[config.mk]
export PLATFORM = sky130hd
export DESIGN_NAME = uart_tx_scheduler
export DESIGN_NICKNAME = d
export VERILOG_FILES = /design/src/rtl/uart_tx_scheduler.sv
export SDC_FILE = /design/constraint.sdc
export NUM_CORES = 1
export LEC_CHECK = 0
export BUFFER_PORTS_ARGS = -buffer_cell sky130_fd_sc_hd__buf_2
export CAP_MARGIN = 0
export CELL_PAD_IN_SITES_DETAIL_PLACEMENT = 1
export CELL_PAD_IN_SITES_GLOBAL_PLACEMENT = 1
export CORE_MARGIN = 2
export CORE_UTILIZATION = 35
export DETAILED_ROUTE_END_ITERATION = 6
export PLACE_DENSITY_LB_ADDON = 0.1
export RECOVER_POWER = 50
export SETUP_SLACK_MARGIN = 0.3
export SLEW_MARGIN = 20
export SYNTH_ARGS = -nofsm -noshare
export SYNTH_HDL_FRONTEND = slang
export SYNTH_SLANG_ARGS = --single-unit
[constraint.sdc]
create_clock -name clk_50M -period 3.6 [get_ports clk_50M]
set_input_delay 0.36 -clock clk_50M [delete_from_list [all_inputs] [get_ports clk_50M]]
set_output_delay 0.36 -clock clk_50M [all_outputs]
set_load 0.1 [all_outputs]
[src/rtl/uart_tx_scheduler.sv]
`default_nettype none
// ============================================================================
// Module      : uart_tx_scheduler
// Description : Shares one uart_tx byte transmitter between NUM_REQ message
//               producers. Picks the next producer round-robin and streams
//               its message one byte at a time. uart_tx has no busy output,
//               so each byte is given a fixed BYTE_CYCLES time slot. After
//               every message the line stays idle for GAP_CYCLES cycles.
//
// Ports       : clk_50M    - system clock (single domain)
//               reset      - synchronous, active-high reset
//               req        - level request per requester
//               req_bytes  - current byte per requester, [8i+7:8i]
//               req_last   - presented byte is the last of the message
//               grant      - one-hot owner, from arbitration to end of message
//               byte_ack   - pulse: presented byte consumed, present the next
//               msg_done   - pulse: message completed or truncated
//               msg_trunc  - pulse with msg_done when MAX_BYTES cut it short
//               tx_data    - byte to uart_tx, held between data_send pulses
//               data_send  - one-cycle start strobe to uart_tx
//               busy       - scheduler is not idle
// Revision    : 1.0 - initial release
// ============================================================================
module uart_tx_scheduler #(
  parameter int NUM_REQ     = 4,
  parameter int BYTE_CYCLES = 4340,
  parameter int GAP_CYCLES  = 434,
  parameter int MAX_BYTES   = 16
) (
  input  logic                   clk_50M,
  input  logic                   reset,
  input  logic [NUM_REQ-1:0]     req,
  input  logic [8*NUM_REQ-1:0]   req_bytes,
  input  logic [NUM_REQ-1:0]     req_last,
  output logic [NUM_REQ-1:0]     grant,
  output logic [NUM_REQ-1:0]     byte_ack,
  output logic [NUM_REQ-1:0]     msg_done,
  output logic                   msg_trunc,
  output logic [7:0]             tx_data,
  output logic                   data_send,
  output logic                   busy
);

  // --------------------------------------------------------------------------
  // Widths and constants
  // --------------------------------------------------------------------------
  localparam int c_ptr_w   = (NUM_REQ > 1) ? $clog2(NUM_REQ) : 1;
  localparam int c_cnt_w   = $clog2(MAX_BYTES + 1);
  localparam int c_tmr_max = (BYTE_CYCLES > GAP_CYCLES) ? BYTE_CYCLES : GAP_CYCLES;
  localparam int c_tmr_w   = (c_tmr_max > 1) ? $clog2(c_tmr_max) : 1;

  localparam logic [c_tmr_w-1:0] c_byte_last = c_tmr_w'(BYTE_CYCLES - 1);
  localparam logic [c_tmr_w-1:0] c_gap_last  = c_tmr_w'(GAP_CYCLES - 1);
  localparam logic [c_cnt_w-1:0] c_cnt_max   = c_cnt_w'(MAX_BYTES);
  localparam logic [c_ptr_w-1:0] c_ptr_top   = c_ptr_w'(NUM_REQ - 1);

  localparam logic [1:0] c_st_idle = 2'd0;
  localparam logic [1:0] c_st_send = 2'd1;
  localparam logic [1:0] c_st_wait = 2'd2;
  localparam logic [1:0] c_st_gap  = 2'd3;

  // --------------------------------------------------------------------------
  // Registers
  // --------------------------------------------------------------------------
  logic [1:0]         r_state;
  logic [c_ptr_w-1:0] r_owner;     // index of the granted requester
  logic [c_ptr_w-1:0] r_rr;        // search start for the next arbitration
  logic [c_cnt_w-1:0] r_byte_cnt;  // bytes sent in the current message
  logic [c_tmr_w-1:0] r_timer;     // shared by the byte slot and the gap
  logic               r_last;      // byte in flight was flagged last

  // --------------------------------------------------------------------------
  // Combinational signals
  // --------------------------------------------------------------------------
  logic [1:0]         w_state_nxt;
  logic [c_ptr_w-1:0] w_win;
  logic [NUM_REQ-1:0] w_win_onehot;
  logic [7:0]         w_own_byte;
  logic               w_own_last;
  logic               w_own_req;
  logic               w_byte_end;
  logic               w_gap_end;
  logic               w_cnt_full;
  logic               w_msg_end;

  logic [NUM_REQ-1:0] w_grant_nxt;
  logic [NUM_REQ-1:0] w_ack_nxt;
  logic [NUM_REQ-1:0] w_done_nxt;
  logic               w_trunc_nxt;
  logic               w_send_nxt;
  logic [7:0]         w_tx_nxt;
  logic               w_last_nxt;
  logic [c_ptr_w-1:0] w_owner_nxt;
  logic [c_ptr_w-1:0] w_rr_nxt;
  logic [c_cnt_w-1:0] w_cnt_nxt;
  logic [c_tmr_w-1:0] w_timer_nxt;

  // --------------------------------------------------------------------------
  // Round-robin winner: first set req bit at or above r_rr, with wrap.
  // Offsets are scanned from farthest to nearest so the nearest one wins.
  // --------------------------------------------------------------------------
  always_comb begin
    w_win        = r_rr;
    w_win_onehot = '0;
    for (int k = NUM_REQ - 1; k >= 0; k--) begin
      for (int i = 0; i < NUM_REQ; i++) begin
        if ((i == ((int'(r_rr) + k) % NUM_REQ)) && req[i]) begin
          w_win = c_ptr_w'(i);
        end
      end
    end
    for (int i = 0; i < NUM_REQ; i++) begin
      w_win_onehot[i] = (w_win == c_ptr_w'(i));
    end
  end

  // Only the owner's inputs are looked at; other requesters may change
  // their byte and last lines freely.
  always_comb begin
    w_own_byte = '0;
    w_own_last = 1'b0;
    w_own_req  = 1'b0;
    for (int i = 0; i < NUM_REQ; i++) begin
      if (r_owner == c_ptr_w'(i)) begin
        w_own_byte = req_bytes[8*i +: 8];
        w_own_last = req_last[i];
        w_own_req  = req[i];
      end
    end
  end

  assign w_byte_end = (r_timer == c_byte_last);
  assign w_gap_end  = (r_timer == c_gap_last);
  assign w_cnt_full = (r_byte_cnt == c_cnt_max);
  // Message ends on last byte, byte limit, or owner abandoning its request.
  assign w_msg_end  = r_last | w_cnt_full | ~w_own_req;

  // --------------------------------------------------------------------------
  // FSM: state register
  // --------------------------------------------------------------------------
  always_ff @(posedge clk_50M) begin
    if (reset) begin
      r_state <= c_st_idle;
    end else begin
      r_state <= w_state_nxt;
    end
  end

  // --------------------------------------------------------------------------
  // FSM: next-state logic
  // --------------------------------------------------------------------------
  always_comb begin
    w_state_nxt = r_state;
    case (r_state)
      c_st_idle: begin
        if (|req) begin
          w_state_nxt = c_st_send;
        end
      end
      c_st_send: begin
        w_state_nxt = c_st_wait;
      end
      c_st_wait: begin
        if (w_byte_end) begin
          w_state_nxt = w_msg_end ? c_st_gap : c_st_send;
        end
      end
      c_st_gap: begin
        if (w_gap_end) begin
          w_state_nxt = c_st_idle;
        end
      end
      default: begin
        w_state_nxt = c_st_idle;
      end
    endcase
  end

  // --------------------------------------------------------------------------
  // FSM: output logic. Produces busy directly and the next values of all
  // registered outputs and datapath registers.
  // --------------------------------------------------------------------------
  always_comb begin
    busy        = (r_state != c_st_idle);
    w_grant_nxt = grant;
    w_ack_nxt   = '0;
    w_done_nxt  = '0;
    w_trunc_nxt = 1'b0;
    w_send_nxt  = 1'b0;
    w_tx_nxt    = tx_data;
    w_last_nxt  = r_last;
    w_owner_nxt = r_owner;
    w_rr_nxt    = r_rr;
    w_cnt_nxt   = r_byte_cnt;
    w_timer_nxt = r_timer;

    case (r_state)
      c_st_idle: begin
        w_timer_nxt = '0;
        w_cnt_nxt   = '0;
        if (|req) begin
          w_owner_nxt = w_win;
          w_grant_nxt = w_win_onehot;
        end
      end

      c_st_send: begin
        w_tx_nxt    = w_own_byte;
        w_last_nxt  = w_own_last;
        w_send_nxt  = 1'b1;
        w_ack_nxt   = grant;
        w_cnt_nxt   = r_byte_cnt + c_cnt_w'(1);
        w_timer_nxt = '0;
      end

      c_st_wait: begin
        if (w_byte_end) begin
          w_timer_nxt = '0;
          if (w_msg_end) begin
            w_grant_nxt = '0;
            w_cnt_nxt   = '0;
            // Explicit wrap so non-power-of-two NUM_REQ works.
            w_rr_nxt    = (r_owner == c_ptr_top) ? '0 : r_owner + c_ptr_w'(1);
            if (r_last) begin
              w_done_nxt = grant;
            end else if (w_cnt_full) begin
              w_done_nxt  = grant;
              w_trunc_nxt = 1'b1;
            end
            // An abandoned message ends silently: no msg_done.
          end
        end else begin
          w_timer_nxt = r_timer + c_tmr_w'(1);
        end
      end

      c_st_gap: begin
        w_timer_nxt = w_gap_end ? '0 : r_timer + c_tmr_w'(1);
      end

      default: begin
        w_grant_nxt = '0;
      end
    endcase
  end

  // --------------------------------------------------------------------------
  // Datapath and registered outputs
  // --------------------------------------------------------------------------
  always_ff @(posedge clk_50M) begin
    if (reset) begin
      grant      <= '0;
      byte_ack   <= '0;
      msg_done   <= '0;
      msg_trunc  <= 1'b0;
      data_send  <= 1'b0;
      tx_data    <= 8'h00;
      r_last     <= 1'b0;
      r_owner    <= '0;
      r_rr       <= '0;
      r_byte_cnt <= '0;
      r_timer    <= '0;
    end else begin
      grant      <= w_grant_nxt;
      byte_ack   <= w_ack_nxt;
      msg_done   <= w_done_nxt;
      msg_trunc  <= w_trunc_nxt;
      data_send  <= w_send_nxt;
      tx_data    <= w_tx_nxt;
      r_last     <= w_last_nxt;
      r_owner    <= w_owner_nxt;
      r_rr       <= w_rr_nxt;
      r_byte_cnt <= w_cnt_nxt;
      r_timer    <= w_timer_nxt;
    end
  end

endmodule
`default_nettype wire

==> impl_metrics.toml <==
[route]
drc = 0
detail_route.wl_per_cell_um = 14.6
vias = 2234
via_per_inst = 5.24
dr.pass1.iters = 4
drt-total-wl_mm = 6.23
ant_nets = 0
first_iter_violations = 80

[sta]
fin_ws_ns = 1.16
timing.final.crit_share_pct = 67.8
grt_setup_unrepaired = "false"
finalSetupTns_ns = 0
tightest_slew_ns = 1.18
relSlewSlack_pct = 21.5
setup_violations = 0
hold_viol_final = 0
slew_violations = 0
fmax_ghz = 0.410
skew_ns = 0.0111
fin_crit_ns = 2.44

[finish]
syn2layout_area_growth_pct = 16.8
fin_cells = 426
drive_gt1_share_pct = 16.5
nets = 395
final_area_sq_um = 2830
layout_common_cells = "dfxtp_1, buf_2, nor2_1"
layout_commonest_cell = "dfxtp_1"
diodes = 0

[power]
power_frac_comb_pct = 44.6
p_switching_uw = 872
p_int_uw = 922
ir_drop_uv = 426
p_leak_nw = 1.02
power.share.clock_pct = 18.5
power_density_nw_per_um2 = 635
report.power.total_mw = 1.79
seqPwrFrac_pct = 36.9
swShare_pct = 48.6

[hold_path]
hold-path-endpoint = "r_last$_SDFFE_PP0P_"
hold_start = "req_last[3]"
hold_class = "in2reg"
whs_path_depth = 3

[yosys]
synthFlopType = "dfxtp_1"
ys_types = 46
synth_warnings = 0
syn_area_sq_um = 2420
synth_top_area_share_pct = 38.9
synth_top_cell_by_area = "dfxtp_1"
yosys_register_bits = 47
synth_edf_count = 0
synthArstFlopShare_pct = 0
syn_inst = 291
syn-mean-instance-area_sq_um = 8.32
syn_nets = 341
synth.area.top_cells = "dfxtp_1, nor2_1, nor3_1"
yosysSeqAreaShare_pct = 38.9

[floorplanning]
start_util_pct = 35.8
core_area_sq_um = 6760
rows = 30
die_x_um = 87.2
die_y_um = 87.2
die-area_sq_um = 7600
top_level_ports = 65

[critical_path]
end_kind = "flip-flop"
crit_fanout = 22
timing.rr.start = "r_owner[0]$_SDFFE_PP0P_"
rr_worst_depth = 6
worstPathArrival_ns = 2.64
worstPathRequired_ns = 3.80
reg2reg_to = "r_byte_cnt[1]$_SDFFE_PP0P_"
rrSetupSlack_ns = 1.16
cp-start-kind = "flip-flop"
critical_path_class = "reg2reg"

[placed_design]
place.gp.congestion = 0.761
port_buffers = 64
dp_cells = 418
dp_slack_ns = 1.12
dp_hpwl_mm = 4.75
dpl_cell_area_sq_um = 2770

[run]
maxCapViolations = 0

[global_routing]
grt_pass1_wl_mm = 10.3
grt_pass1_vias = 2129
antenna_found_initial = 0
grt_start_max_net_pins = 36
grt_overflow_total = 0
track_usage_pct = 16.9

[run_status]
status = "complete, no violations"

[clock_tree]
clock_latency_ns = 0.31
clockRootBuffer = "clkbuf_8"
cts_buffer_depth = 2
cts_tree = "built"
cts_setup_buffers = 0
cts_hold_buf = 0
path_clk_slew_ns = 0.09
cts_resized = 0
cts_buffers = 5
cts_max_level = 2
cts.sinks = 47
[through the flow]
step,hold slack (ns),utilization (%)
2_1_floorplan,0.444,-
3_3_place_gp,0.464,41.0
3_5_place_dp,0.476,41.0
4_1_cts,0.404,42.4
5_1_grt,0.409,41.8
6_report,0.402,41.8
[how the worst max path moves through the flow]
stage / startpoint / slack [ns] / depth (start not counted) / to
floorplan: r_state[1]$_SDFFE_PP0P_ / 1.67 / 6 / grant[3]$_SDFFE_PP0P_
global placement: r_owner[0]$_SDFFE_PP0P_ / 1.21 / 6 / r_byte_cnt[1]$_SDFFE_PP0P_
detailed placement: r_owner[0]$_SDFFE_PP0P_ / 1.12 / 6 / r_byte_cnt[1]$_SDFFE_PP0P_
CTS: r_owner[0]$_SDFFE_PP0P_ / 1.12 / 6 / r_byte_cnt[1]$_SDFFE_PP0P_
global route: r_owner[0]$_SDFFE_PP0P_ / 0.74 / 6 / r_byte_cnt[1]$_SDFFE_PP0P_
finish: r_owner[0]$_SDFFE_PP0P_ / 1.16 / 6 / r_byte_cnt[1]$_SDFFE_PP0P_
[logic make-up (layout without fill, tap and decap cells)]
kind of cell    count (synthesis)  count (layout)  synth area share (%)
fa+ha+maj                       8               8                  4.14
buf+inv                        27              82                  4.34
mux                             1               1                 0.414
xor+xnor                       14              14                  5.07
simple gates                  135             135                  31.0
flops                          47              47                  38.9
compound gates                 59              59                  16.1
[routing by layer]
metal	up-vias	GRT usage, %	part of all wire (%)
met5	-	0	0
met3	7	3.51	3.7
li1	1136	-	-
met4	0	3.36	0.79
met1	1050	23.5	49
met2	41	27.3	47
[registers in the layout, summed over array words and instances (netlist names)]
name and count:
byte_ack 4, data_send 1, grant 4, msg_done 4, msg_trunc 1, r_byte_cnt 5
r_last 1, r_owner 2, r_rr 2, r_state 2, r_timer 13, tx_data 8
[area by class of cell]
| cell class | instances | area (sq um) |
|---|---|---|
| Fill cell | 850 | 3930 |
| Timing Repair Buffer | 64 | 293 |
| Tap cell | 80 | 100 |
| Sequential cell | 47 | 941 |
| Multi-Input combinational cell | 217 | 1360 |
| Inverter | 10 | 37.5 |
| Clock inverter | 3 | 25.0 |
| Clock buffer | 5 | 68.8 |
[Yosys cell counts (3+ instances only)]
master / instances
o32ai_1: 3
nor3_1: 22
o2bb2ai_1: 3
nand2_1: 18
or2_2: 3
clkbuf_1: 13
nor4_1: 7
nor2b_1: 9
xor2_1: 7
dfxtp_1: 47
a221oi_1: 4
a211oi_1: 5
nand4_1: 4
nor2_1: 33
buf_2: 3
nand3_1: 5
nand3b_1: 6
o21a_1: 6
ha_1: 8
a21oi_1: 20
inv_1: 10
xnor2_1: 7
and2_1: 7
nand2b_1: 8
o21ai_0: 8
[critical path: stages (launching register included)]
cell and delay (ns):
dfxtp_1 0.40, ha_1 0.65, nor3b_1 0.12, a2111oi_1 0.39, and2_1 0.32, nor3_1 0.13
a2111oi_1 0.32
[power groups by stage]
stage / Combinational [mW] / Clock, mW / Sequential [mW]
2_1_floorplan: 0.390 / 0 / 0.944
3_3_place_gp: 0.818 / 0 / 0.670
3_5_place_dp: 0.823 / 0 / 0.672
4_1_cts: 0.825 / 0.346 / 0.662
5_1_grt: 0.874 / 0.366 / 0.677
6_report: 0.801 / 0.331 / 0.662
Note: power is estimated with default switching activity, not from simulation.
